### src/rtl/vpifo_pkg.sv
// Shared vPIFO types and default widths for the push path.
package vpifo_pkg;

   localparam int unsigned PTW_DEF           = 16;
   localparam int unsigned TREE_NUM_DEF      = 5;
   localparam int unsigned TREE_NUM_BITS_DEF = $clog2(TREE_NUM_DEF);
   localparam int unsigned MTW_DEF           = TREE_NUM_BITS_DEF;

   // Push request as seen by the task generator (default configuration).
   typedef struct packed {
      logic [TREE_NUM_BITS_DEF-1:0]   tree_id;
      logic [PTW_DEF-1:0]             prio;
      logic [MTW_DEF+PTW_DEF-1:0]     data;
   } push_req_t;

endpackage

### src/rtl/vpifo_ingress_fifo.sv
// Small in-order request FIFO; pointers carry an extra wrap bit for full/empty.
module vpifo_ingress_fifo
   import vpifo_pkg::*;
#(
   parameter type T = push_req_t,
   parameter int unsigned DEPTH = 4,
   localparam int unsigned AW = $clog2(DEPTH)
) (
   input  logic clk,
   input  logic rst,
   input  logic wr_en,
   input  T     wr_data,
   input  logic rd_en,
   output T     rd_data_c,
   output logic full_c,
   output logic empty_c
);

   logic [AW:0] wr_ptr;
   logic [AW:0] rd_ptr;
   T            mem [DEPTH];

   assign full_c    = (wr_ptr[AW] != rd_ptr[AW]) && (wr_ptr[AW-1:0] == rd_ptr[AW-1:0]);
   assign empty_c   = (wr_ptr == rd_ptr);
   assign rd_data_c = mem[rd_ptr[AW-1:0]];

   // Storage is cleared on reset so the head presents zeros while empty.
   always_ff @(posedge clk) begin
      if (rst) begin
         wr_ptr <= '0;
         rd_ptr <= '0;
         for (int unsigned i = 0; i < DEPTH; i++) mem[i] <= '0;
      end else begin
         if (wr_en && !full_c) begin
            mem[wr_ptr[AW-1:0]] <= wr_data;
            wr_ptr              <= wr_ptr + (AW+1)'(1);
         end
         if (rd_en && !empty_c) rd_ptr <= rd_ptr + (AW+1)'(1);
      end
   end

endmodule

### src/rtl/vpifo_push_ingress.sv
// Push ingress ahead of the vPIFO task generator: buffering, per-tree caps, occupancy.
// Optional counters o_drop_cnt/o_stall_cnt under VPIFO_INGRESS_STATS_EN.
module vpifo_push_ingress
   import vpifo_pkg::*;
#(
   parameter int unsigned PTW      = PTW_DEF,
   parameter int unsigned TREE_NUM = TREE_NUM_DEF,
   parameter int unsigned DEPTH    = 4,
   parameter int unsigned TREE_CAP = 512,
   localparam int unsigned TREE_NUM_BITS = $clog2(TREE_NUM),
   localparam int unsigned MTW           = TREE_NUM_BITS,
   localparam int unsigned OCC_BITS      = $clog2(TREE_CAP + 1)
) (
   input  logic                     i_clk,
   input  logic                     i_rst,
   input  logic                     i_in_valid,
   output logic                     o_in_ready,
   input  logic [TREE_NUM_BITS-1:0] i_in_tree_id,
   input  logic [PTW-1:0]           i_in_priority,
   input  logic [MTW+PTW-1:0]       i_in_data,
   output logic                     o_push,
   output logic [TREE_NUM_BITS-1:0] o_push_tree_id,
   output logic [PTW-1:0]           o_push_priority,
   output logic [MTW+PTW-1:0]       o_push_data,
   input  logic                     i_task_fifo_full,
   input  logic                     i_pop,
   input  logic [TREE_NUM_BITS-1:0] i_pop_tree_id,
   output logic                     o_drop,
   output logic                     o_underflow
`ifdef VPIFO_INGRESS_STATS_EN
   ,
   output logic [15:0]              o_drop_cnt,
   output logic [31:0]              o_stall_cnt
`endif
);

   typedef struct packed {
      logic [TREE_NUM_BITS-1:0] tree_id;
      logic [PTW-1:0]           prio;
      logic [MTW+PTW-1:0]       data;
   } req_t;

   req_t                 wr_req;
   req_t                 head;
   logic                 fifo_full;
   logic                 fifo_empty;
   logic                 accept;
   logic                 tree_ok;
   logic                 pop_ok;
   logic                 issue;
   logic [OCC_BITS-1:0]  occ [TREE_NUM];
   logic [OCC_BITS-1:0]  head_occ;
   logic [TREE_NUM-1:0]  inc;
   logic [TREE_NUM-1:0]  dec;

   assign o_in_ready = !fifo_full;
   assign accept     = i_in_valid && o_in_ready;
   assign tree_ok    = {1'b0, i_in_tree_id}  < (TREE_NUM_BITS+1)'(TREE_NUM);
   assign pop_ok     = i_pop && ({1'b0, i_pop_tree_id} < (TREE_NUM_BITS+1)'(TREE_NUM));
   assign wr_req     = '{tree_id: i_in_tree_id, prio: i_in_priority, data: i_in_data};

   vpifo_ingress_fifo #(
      .T     (req_t),
      .DEPTH (DEPTH)
   ) u_fifo (
      .clk       (i_clk),
      .rst       (i_rst),
      .wr_en     (accept && tree_ok),
      .wr_data   (wr_req),
      .rd_en     (issue),
      .rd_data_c (head),
      .full_c    (fifo_full),
      .empty_c   (fifo_empty)
   );

   // Only in-range tree ids are ever enqueued, so the head always indexes a real tree.
   assign head_occ = occ[head.tree_id];
   assign issue    = !fifo_empty && !i_task_fifo_full && (head_occ < OCC_BITS'(TREE_CAP));

   assign o_push          = issue;
   assign o_push_tree_id  = head.tree_id;
   assign o_push_priority = head.prio;
   assign o_push_data     = head.data;

   always_comb begin
      inc = '0;
      dec = '0;
      for (int unsigned t = 0; t < TREE_NUM; t++) begin
         inc[t] = issue  && (head.tree_id   == TREE_NUM_BITS'(t));
         dec[t] = pop_ok && (i_pop_tree_id  == TREE_NUM_BITS'(t));
      end
   end

   // Issue and pop on the same tree cancel; a pop at zero holds and flags underflow.
   always_ff @(posedge i_clk) begin
      if (i_rst) begin
         for (int unsigned t = 0; t < TREE_NUM; t++) occ[t] <= '0;
         o_drop      <= 1'b0;
         o_underflow <= 1'b0;
      end else begin
         o_drop <= accept && !tree_ok;
         for (int unsigned t = 0; t < TREE_NUM; t++) begin
            if (inc[t] && !dec[t]) begin
               occ[t] <= occ[t] + OCC_BITS'(1);
            end else if (dec[t] && !inc[t]) begin
               if (occ[t] != '0) occ[t] <= occ[t] - OCC_BITS'(1);
               else              o_underflow <= 1'b1;
            end
         end
      end
   end

`ifdef VPIFO_INGRESS_STATS_EN
   // Saturating event counters.
   always_ff @(posedge i_clk) begin
      if (i_rst) begin
         o_drop_cnt  <= '0;
         o_stall_cnt <= '0;
      end else begin
         if (accept && !tree_ok && (o_drop_cnt != '1)) o_drop_cnt <= o_drop_cnt + 16'(1);
         if (!fifo_empty && !issue && (o_stall_cnt != '1)) o_stall_cnt <= o_stall_cnt + 32'(1);
      end
   end
`endif

endmodule
### config.mk
export PLATFORM = sky130hd
export DESIGN_NAME = vpifo_push_ingress
export DESIGN_NICKNAME = d
export VERILOG_FILES = /design/src/rtl/vpifo_pkg.sv /design/src/rtl/vpifo_ingress_fifo.sv /design/src/rtl/vpifo_push_ingress.sv
export SDC_FILE = /design/constraint.sdc
export NUM_CORES = 1
export LEC_CHECK = 0
export ABC_CLOCK_PERIOD_IN_PS = 9530
export BUFFER_PORTS_ARGS = -buffer_cell sky130_fd_sc_hd__clkbuf_2
export CAP_MARGIN = 10
export CORE_MARGIN = 2
export CORE_UTILIZATION = 59
export CTS_BUF_LIST = sky130_fd_sc_hd__clkbuf_2
export CTS_CLUSTER_DIAMETER = 100
export DETAILED_ROUTE_END_ITERATION = 8
export GPL_TIMING_DRIVEN = 0
export PLACE_DENSITY = 0.79
export SYNTH_ARGS = -nofsm -noshare
export SYNTH_HDL_FRONTEND = slang
export SYNTH_SLANG_ARGS = --single-unit
### constraint.sdc
create_clock -name i_clk -period 9.53 [get_ports i_clk]
set_input_delay 1.4295 -clock i_clk [delete_from_list [all_inputs] [get_ports i_clk]]
set_output_delay 1.4295 -clock i_clk [all_outputs]
set_load 0.1 [all_outputs]
# After elaboration in Yosys (flattened, before gate mapping)
# Memories as Yosys holds them, arrays and structs flattened. A register that Yosys moved wholly into a read port is not among the register bits.
# Cells that the tools add are included.
# totals
reg_bits,8
ram_bits,202
wordCells,169
memories,2
# classes
n_addsub,12
n_lt_le_gt_ge,3
n_eq_ne,11
mux,76
bitwise,10
n_reduce_logical,51
# memory_table
memory,words,word_bits,read_ports,rd_ports_with_merged_regs,write_ports,line,source
u_fifo.mem,4,38,1,1,4,vpifo_ingress_fifo.sv:21,T mem [DEPTH];
occ,5,10,6,0,5,vpifo_push_ingress.sv:51,logic [OCC_BITS-1:0] occ [TREE_NUM];
# ops
op,n
$mux W10,10
$mux W1,62
$add A10 B1 Y10 const B,5
$reduce_bool A10 Y1,5
$sub A10 B1 Y10 const B,5
$mux W38,1
$reduce_or A38 Y1,1
$logic_and A1 B1 Y1,29
$logic_not A1 Y1,14
$eq A3 B2 Y1 const B,4
$lt A10 B10 Y1 const B,1
$or A1 B1 Y1,10
$add A3 B1 Y3 const B,2
$eq A3 B1 Y1 const B,2
$eq A3 B3 Y1 const B,2
$logic_not A3 Y1,2
$lt A3 B3 Y1 const B,2
$mux W2,3
$eq A3 B3 Y1,1
$eq A2 B2 Y1,1
$ne A1 B1 Y1,1

# Longest topological paths before layout
# Gate-level depths: netlist of run 1.
# logic_depth
depth_word,22
depth_mapped,14

# Cells and area by module
# From an unflattened synthesis of run 1, not the netlist that was laid out.
# unflattened
cells_unflattened,910
hier_area_um2,11018.1
# by_module_without_submodules
mod,n_inst,cells_per_inst,area_per_inst_um2,seq_area_each_um2
vpifo_ingress_fifo,1,484,6940.4,4724.5
vpifo_push_ingress,1,426,4077.7,1541.5

# Worst setup path after synthesis of run 1
# No wires, ideal clock.
# synth_path
path_type,input -> register
start,input port i_in_tree_id[1]
end,memory u_fifo.mem[3][0] (netlist name) (enable)
setup_time_ns,0.486
t_arrival_ns,4.698
slack_ns,4.346
path_stages,3
cell_sequence,o21ai_0 nand3_1 o21ai_0
# synth_rtl
element,line,source
start: declaration,vpifo_push_ingress.sv:18,"input logic [TREE_NUM_BITS-1:0] i_in_tree_id,"
end: declaration,vpifo_ingress_fifo.sv:21,

==> metrics.md, run 1 <==
| Metric | Value |
|---|---|
| Syn Nets | 944 |
| Leakage | 4.90 nW |
| Post-CTS sizing | 0 |
| Routed vias/inst | 5.74 |
| Setup Fix Bufs, Post-CTS | 0 |
| Avg Cell Area, Syn | 12.9 um^2 |
| Kind of critical path | reg -> out |
| RSZ-0062 raised after global routing | no |
| GRT overflow | 0 |
| Clock sink count | 212 |
| Hold WS | 0.565 ns |
| Worst hold-check path type | reg -> reg |
| Largest cells by area after synthesis | edfxtp_1 55%, and2_1 8.7%, mux4_2 7.9% |
| Min cycle time layout | 4.86 ns |
| Drt total wl | 23400 um |
| Cts hold-fix bufs | 0 |
| Fin Clk Skew | 0.0732 ns |
| Worst Tran Pin Value | 1.12 ns |
| CTS tree | done |
| Nature of the critical path endpoint | output port |
| First-pass GRT wire length | 37100 um |
| Clock Pin Slew Worst Setup and Hold Paths | 0.11 ns |
| Nets@finish | 1087 |
| CTS buffer count | 53 |
| Avg WL per Cell | 18.4 um |
| Gate count of the mapped netlist | 858 |
| Die X | 141 um |
| Number of enable flip-flop cells after synthesis | 202 |
| Worst path top cell family by delay | buffers and inverters |
| H-tree Lvls | 2 |
| CP startpoint kind | register |
| Row count | 50 |
| Initial antenna violation count | 2 |
| Post-synth top cells | 202 x edfxtp_1, 155 x and2_1, 64 x nor2_1, 39 x mux4_2, 36 x ha_1 |
| Area Growth Syn to Fin | 11.2% |
| Post-Syn Area | 11100 um^2 |
| CTS root buffer | clkbuf_2 |
| Crit path to | o_push |
| Fmax | 206 MHz |
| Vias in the first global route | 7422 |
| Synth warn | 0 |
| IO Count | 88 |
| Req. time, crit path | 8.10 ns |
| CORE AREA | 18600 um^2 |
| Max_slew headroom | 0.252 |
| CP max-delay cell | clkbuf_2 |
| Post-synthesis sequential area ratio | 0.564 |
| Ys flop type | edfxtp_1 |
| TritonRoute pass-1 iters | 4 |
| Max_cap viols | 0 |
| Starting DRT DRC Count | 463 |
| Via Count | 7307 |
| Die area | 19900 um^2 |
| Asr flop ratio synth | 0 |
| Reg2Reg Depth | 13 |
| CP Buf/Inv Count | 3 |
| CP arrival | 3.43 ns |
| Share of post-route cells with drive strength above 1 | 0.235 |
| Largest net degree at the start of global routing | 39 |
| R2R setup slack | 5.08 ns |
| Setup violations, final | 0 |
| Yosys reg bits | 212 |
| Final hold viol count | 0 |
| PD cells | 174 nW/um^2 |
| Yosys cell types | 63 |
| DP HPWL | 15500 um |
| Clk buf depth | 3 |
| Final Cycle Share | 0.510 |
| Count leader, synth | edfxtp_1 |
| Routability cong. | 0.858 |
| CP max stage delay | 0.53 ns |
| Starting Density | 0.597 |
| Status | completed |
| Top cell type's share of synthesized area | 0.546 |
| Max VDD drop | 0.124 mV |
| Total global-route track usage | 0.239 |
| IO buf count | 87 |
| Largest area contributor in the netlist | edfxtp_1 |
| Fin Setup TNS | 0 ns |
| DRC Markers | 0 |
| Chain of cells forming the critical path | clkbuf_1 -> mux4_2 -> mux4_2 -> o21ai_0 -> and2_1 -> clkbuf_1 -> clkbuf_2 |
| Cell count along the critical path | 7 |
| Crit path max fanout | 10 |
| Max-slew violations | 0 |
| Final ANT Viol Nets | 0 |
| FF-to-FF End | occ[1][9] |
| Die Ht | 141 um |
| Worst-skew pair later-pin latency | 0.83 ns |
==> cells in the final DEF (no fill, tap or decap), types with 12 or more instances in the layout <==
cell and n:
mux4_2 39, clkbuf_2 167, edfxtp_1 202, o21ai_0 17, xnor2_1 20, nand3_1 17
a21oi_1 20, inv_1 32, clkbuf_1 27, nor2b_1 12, ha_1 36, and2_1 155
a21o_1 12, nor2_1 64, nand2_1 33
==> routing by layer <==
metal / up-vias / GRT usage / wire length (um) / share of wire
li1: 3498 / - / - / -
met1: 3572 / 0.315 / 10100 / 0.43
met2: 203 / 0.391 / 11400 / 0.49
met3: 34 / 0.0577 / 1460 / 0.062
met4: 0 / 0.0826 / 469 / 0.020
met5: - / 0 / 0 / 0
==> area by class of cell <==
type	instances	area, um^2
Antenna cell	2	5.00
Buffer	41	191
Clock buffer	80	400
Clock inverter	11	77.6
Fill cell	1395	6240
Inverter	33	124
Multi-Input combinational cell	572	4530
Sequential cell	212	6270
Tap cell	234	293
Timing Repair Buffer	88	455
==> state kept, by name, indices dropped and copies added (netlist names), named ones only <==
| name | flops |
|---|---|
| u_fifo.mem | 152 |
| occ | 50 |
| u_fifo.rd_ptr | 3 |
| u_fifo.wr_ptr | 3 |
| o_drop | 1 |
| o_underflow | 1 |
==> through the flow <==
step	total power [mW]	util	cells	setup WS (ns)	cell area (um^2)
6_report	2.15	0.664	1273	4.67	12300
5_1_grt	2.25	0.664	1273	4.52	12300
4_1_cts	2.17	0.664	1271	4.62	12300
3_5_place_dp	1.57	0.638	1180	4.24	11900
3_3_place_gp	1.56	0.637	1179	1.93	11800
2_1_floorplan	1.47	-	858	4.35	11100
==> worst min-delay path, stage by stage, from the launching register on <==
cell and delay [ns]:
dfxtp_1 0.35, xnor2_1 0.15, nor2_1 0.04
==> kinds of logic (layout without fill, tap and decap cells) <==
logic type / after synthesis / in the layout / share of synthesized area
and+or+nand+nor: 354 / 354 / 0.184
other: 0 / 2 / 0
adders and majority gates: 40 / 40 / 0.0478
buffers and inverters: 74 / 253 / 0.0284
AOI/OAI and AO/OA: 103 / 103 / 0.0674
xor gates and xnor gates: 31 / 31 / 0.0245
DFF: 212 / 212 / 0.564
muxes: 44 / 44 / 0.0836
==> power by group <==
part / internal (mW) / switching (mW) / leakage (nW)
Clock: 0.249 / 0.360 / 0.366
Combinational: 0.120 / 0.319 / 2.35
Sequential: 1.08 / 0.0244 / 2.18
Total: 1.45 / 0.704 / 4.90
==> worst min-delay path by stage <==
stage                           startpoint          endpoint  slack (ns)  cells after the start
after floorplan           u_fifo.rd_ptr[2]  u_fifo.rd_ptr[2]        0.50                      2
after global placement    u_fifo.rd_ptr[2]  u_fifo.rd_ptr[2]        0.51                      2
after detailed placement  u_fifo.rd_ptr[2]  u_fifo.rd_ptr[2]        0.53                      2
after CTS                 u_fifo.rd_ptr[2]  u_fifo.rd_ptr[2]        0.56                      2
after global routing      u_fifo.wr_ptr[2]  u_fifo.wr_ptr[2]        0.59                      2
final                     u_fifo.wr_ptr[2]  u_fifo.wr_ptr[2]        0.56                      2
No activity file was read; power rests on OpenSTA's default activity.
==> run 2, diff against run 1 <==
- ABC_AREA: default -> 1
- ABC_CLOCK_PERIOD_IN_PS: 9530 -> 4800
- clock period: 9.53 -> 4.8 ns (I/O delays scaled with it)
==> metrics.md, run 2 <==
| Metric | Value |
|---|---|
| DRC Markers | 0 |
| Initial antenna violation count | 1 |
| CP startpoint kind | register |
| PD cells | 463 nW/um^2 |
| Crit path max fanout | 10 |
| Ys flop type | edfxtp_1 |
| Largest area contributor in the netlist | edfxtp_1 |
| Largest cells by area after synthesis | edfxtp_1 54%, nor2_1 9.0%, nand2_1 5.1% |
| CTS tree | done |
| Nets@finish | 1436 |
| Pwr Total | 5.79 mW |
| Max_slew headroom | 0.559 |
| DP HPWL | 16700 um |
| Largest registers | u_fifo.mem (152), occ (50) |
| Avg Cell Area, Syn | 9.30 um^2 |
| Die X | 142 um |
| Fin Setup TNS | 0 ns |
| Max VDD drop | 0.308 mV |
| Vias in the first global route | 8574 |
| Asr flop ratio synth | 0 |
| Post-synth top cells | 268 x nor2_1, 202 x edfxtp_1, 153 x nand2_1, 141 x inv_1, 92 x o21ai_0 |
| IO Count | 88 |
| Worst Tran Pin Value | 0.661 ns |
| Starting DRT DRC Count | 792 |
| Most frequent cells in the layout | 268 x nor2_1, 202 x edfxtp_1, 164 x clkbuf_2 |
| Kind of critical path | reg -> out |
| Post-Syn Area | 11200 um^2 |
| H-tree Lvls | 2 |
| Via Count | 8777 |
| Final std cells w/o fill | 1621 |
| Syn Nets | 1291 |
| Die Ht | 142 um |
| RSZ-0062 raised after global routing | no |
| Number of enable flip-flop cells after synthesis | 202 |
| CP arrival | 3.08 ns |
| Starting Density | 0.599 |
| Die area | 20100 um^2 |
| Clk buf depth | 3 |
| Max-slew violations | 0 |
| Status | completed |
| Count leader, synth | nor2_1 |
| Routability cong. | 0.822 |
| Gate count of the mapped netlist | 1205 |
| Top cell type's share of synthesized area | 0.541 |
| Post-CTS sizing | 0 |
| Worst-skew pair later-pin latency | 0.86 ns |
| Final Cycle Share | 0.791 |
| Clock sink count | 212 |
| Routed vias/inst | 5.41 |
| TritonRoute pass-1 iters | 7 |
| Largest net degree at the start of global routing | 35 |
| Share of post-route cells with drive strength above 1 | 0.175 |
| Final ANT Viol Nets | 0 |
| Worst hold-check path type | in -> reg |
| Nature of the critical path endpoint | output port |
| Cts hold-fix bufs | 0 |
| Number of flip-flops in the largest register | 152 |
| Req. time, crit path | 4.08 ns |
| Area Growth Syn to Fin | 11.6% |
| Setup violations, final | 0 |
| Total global-route track usage | 0.253 |
| First-pass GRT wire length | 40400 um |
| Row count | 50 |
| CTS buffer count | 52 |
| CTS root buffer | clkbuf_2 |
| Min cycle time layout | 3.80 ns |
| Avg WL per Cell | 15.3 um |
| Fin Clk Skew | 0.0582 ns |
| Commonest non-fill, non-tap cell in the layout | nor2_1 |
| Setup Fix Bufs, Post-CTS | 0 |
| Clock Pin Slew Worst Setup and Hold Paths | 0.12 ns |
| Yosys cell types | 38 |
| Drt total wl | 24800 um |
| DP Cell Count | 1530 |
| CORE AREA | 18700 um^2 |
| Final hold viol count | 0 |
| Max_cap viols | 0 |
| Largest register by flop count | u_fifo.mem |
| Post-synthesis sequential area ratio | 0.559 |
| Fmax | 263 MHz |
| Synth warn | 0 |
| Leakage | 5.82 nW |
| IO buf count | 87 |
| GRT overflow | 0 |
| Yosys reg bits | 212 |
==> run 2: through the flow <==
stage / hold slack (ns) / worst slack [ns] / area [um^2] / util
2_1_floorplan: 0.443 / 0.996 / 11200 / -
3_3_place_gp: 0.452 / 0.298 / 11900 / 0.638
3_5_place_dp: 0.470 / 1.04 / 12000 / 0.643
4_1_cts: 0.115 / 0.927 / 12500 / 0.669
5_1_grt: 0.136 / 0.672 / 12500 / 0.669
6_report: 0.200 / 1.00 / 12500 / 0.669
==> run 2: power by group <==
| part | internal, mW | total [mW] | switching [mW] |
|---|---|---|---|
| registers | 2.18 | 2.25 | 0.0741 |
| clock network | 0.486 | 1.22 | 0.732 |
| logic | 0.440 | 2.32 | 1.88 |
==> run 2: layer usage <==
metal / vias to the layer above / wire length [um] / global-route usage
met4: 0 / 471 / 0.0995
li1: 4317 / - / -
met5: - / 0 / 0
met3: 45 / 1730 / 0.0506
met2: 313 / 11800 / 0.412
met1: 4102 / 10800 / 0.338
==> run 2: layout make-up <==
class	count	area (um^2)
Sequential cell	212	6270
Antenna cell	1	2.50
Timing Repair Buffer	91	523
Fill cell	1486	6200
Buffer	49	224
Multi-Input combinational cell	784	4130
Clock inverter	13	87.6
Inverter	160	603
Tap cell	234	293
Clock buffer	77	385
==> run 2: final timing paths <==
| check | startpoint | end | slack [ns] | depth (start not counted) |
|---|---|---|---|---|
| min | i_in_data[17] | u_fifo.mem[2][17] | 0.20 | 3 |
| max reg2reg | register | occ[0][8] | 1.01 | 22 |
| max | register | o_push | 1.00 | 7 |
| min reg2reg | u_fifo.rd_ptr[2] | u_fifo.rd_ptr[2] | 0.48 | 1 |
==> run 2: worst max-delay path: stages (launching register included) <==
cell	delay, ns
dfxtp_1	0.36
clkbuf_1	0.46
nand3_2	0.18
nand2_4	0.17
nor2_4	0.06
nor2_8	0.16
a21boi_4	0.35
clkbuf_2	0.52
==> run 2: cells by family (layout without fill, tap and decap cells) <==
group | after synthesis | after routing | share of synthesized area
AND/OR/NAND/NOR | 523 | 523 | 0.199
flip-flops | 212 | 212 | 0.559
buffers and inverters | 209 | 390 | 0.0738
AO/OA/AOI/OAI | 177 | 177 | 0.0869
XOR/XNOR | 44 | 44 | 0.0344
adder cells (fa/ha/maj) | 40 | 40 | 0.0473
other | 0 | 1 | 0
==> run 3, diff against run 2 <==
- ABC_CLOCK_PERIOD_IN_PS: 4800 -> 3300
- CORE_UTILIZATION: 59 -> 57
- clock period: 4.8 -> 3.3 ns (I/O delays scaled with it)
==> metrics.md, run 3 (same netlist as run 2, synthesis figures left out) <==
| Metric | Value |
|---|---|
| Largest registers | u_fifo.mem (152), occ (50) |
| First-pass GRT wire length | 40800 um |
| Setup WS pre-CTS | -0.423 ns |
| Drt total wl | 26900 um |
| Placed Area | 12100 um^2 |
| Max_slew headroom | 0.315 |
| Nets@finish | 1497 |
| Fmax | 312 MHz |
| RSZ-0062 raised after global routing | yes |
| Sw Pwr | 4.03 mW |
| CP startpoint kind | register |
| Core Util, Final | 0.700 |
| H-tree Lvls | 2 |
| Part of the power in registers | 0.380 |
| Via Count | 9248 |
| Clock sink count | 212 |
| Comb power frac | 0.425 |
| Worst hold start | i_in_data[6] |
| Largest register by flop count | u_fifo.mem |
| Leakage | 6.11 nW |
| Final Cycle Share | 0.971 |
| DRC Markers | 0 |
| Commonest non-fill, non-tap cell in the layout | nor2_1 |
| Most frequent cells in the layout | 265 x nor2_1, 202 x edfxtp_1, 145 x clkbuf_2 |
| PD cells | 641 nW/um^2 |
| Worst-skew pair later-pin latency | 0.87 ns |
| CORE AREA | 19400 um^2 |
| GRT overflow | 0 |
| Sw Ratio | 0.463 |
| Die X | 144 um |
| Starting Density | 0.578 |
| Die Ht | 144 um |
| Avg WL per Cell | 15.7 um |
| Min cycle time layout | 3.20 ns |
| Setup violations, final | 0 |
| Clock power frac | 0.195 |
| Number of flip-flops in the largest register | 152 |
| Kind of critical path | reg -> reg |
| Starting DRT DRC Count | 668 |
| Die area | 20800 um^2 |
| Initial antenna violation count | 1 |
| Worst Tran Pin Value | 1.03 ns |
| Routability cong. | 0.867 |
| Hold WS | 0.0543 ns |
| Max-slew violations | 0 |
| Area Growth Syn to Fin | 21.0% |
| Clk buf depth | 3 |
| IO Count | 88 |
| Setup ws final | 0.0956 ns |
| CTS root buffer | clkbuf_2 |
| Final hold viol count | 0 |
| Crit path max fanout | 8 |
| Max_cap viols | 0 |
| Max VDD drop | 0.499 mV |
| Fin Clk Skew | 0.0932 ns |
| Routed vias/inst | 5.39 |
| Share of post-route cells with drive strength above 1 | 0.233 |
| Worst hold-check path type | in -> reg |
| IO buf count | 87 |
| P_int | 4.67 mW |
| Clock Pin Slew Worst Setup and Hold Paths | 0.10 ns |
| Vias in the first global route | 8737 |
| TritonRoute pass-1 iters | 7 |
| Status | completed |
| Final instance area | 13600 um^2 |
| Row count | 51 |
| CTS buffer count | 53 |
| Req. time, crit path | 3.87 ns |
| Largest net degree at the start of global routing | 39 |
| Total global-route track usage | 0.250 |
| CP arrival | 3.78 ns |
| Final ANT Viol Nets | 0 |
| DP HPWL | 16700 um |
| Nature of the critical path endpoint | register |
| CTS tree | done |
## run 3: cell types whose count changed in the layout (fill, tap and decap cells not counted), moves of 12 or more
cell	previous run	this run
dlygate4sd3_1	0	34
buf_4	0	27
clkbuf_2	164	145
clkbuf_4	0	16
ha_1	36	24
ha_4	0	12
## run 3: per-stage QoR
step / cells / power, mW / setup TNS [ns]
floorplan: 1205 / 6.08 / -11.11
global placement: 1557 / 6.68 / -34.04
detailed placement: 1558 / 6.73 / -38.87
CTS: 1689 / 8.49 / -0.0221
global route: 1715 / 9.09 / -0.704
finish: 1715 / 8.70 / 0
## run 3: final timing paths
check                           slack, ns  cells after the start               end
worst max-delay path                  0.1                     22         occ[2][8]
worst min-delay path                 0.05                      3  u_fifo.mem[2][6]
worst max register to register        0.1                     22         occ[2][8]
worst min register to register       0.50                      1  u_fifo.rd_ptr[2]
## run 3: repair_timing
item | CTS | global route
endpoints found under the hold margin | 112 | 0
hold buffers | 34 | 0
pin swaps | 3 | 17
setup endpoints to repair | 166 | 157
setup buffers | 4 | 25
resized for setup | 30 | 109
## run 3: power groups by stage
stage / combinational, mW / clock (mW) / sequential [mW]
4_1_cts: 3.48 / 1.72 / 3.29
5_1_grt: 3.90 / 1.87 / 3.32
3_3_place_gp: 3.34 / 0 / 3.34
6_report: 3.70 / 1.70 / 3.31
2_1_floorplan: 2.76 / 0 / 3.31
3_5_place_dp: 3.38 / 0 / 3.34
## run 3: area by class of cell
cell class,instances,area (um^2)
clock inverters,13,57.6
inverters,160,628
flip-flops and latches,212,6270
multi-input cells,784,4540
diodes,1,2.50
clock buffers,80,400
plain buffers,49,259
fillers,1483,5830
repair buffers,151,1080
well taps,265,332
## run 3: routing by layer
metal / wire length, um / GRT usage / share of wire
met4: 525 / 0.0848 / 0.020
met1: 10900 / 0.322 / 0.41
met5: 0 / 0 / 0
met2: 13300 / 0.427 / 0.50
met3: 2130 / 0.0503 / 0.079
## run 3: critical path, stage by stage, from the launching register on
cell	delay (ns)
dfxtp_4	0.39
inv_4	0.08
buf_6	0.13
nand2_2	0.05
nand3_2	0.08
nand2_4	0.10
buf_6	0.14
nor3_4	0.21
nand3_4	0.12
nand3_4	0.11
clkinvlp_4	0.25
ha_4	0.34
a21oi_2	0.16
o21ai_2	0.08
nand2_1	0.06
nand2_1	0.06
a21oi_2	0.15
nor2_1	0.07
o21ai_1	0.11
nand2_1	0.07
xor2_1	0.13
nand2_1	0.06
inv_1	0.04
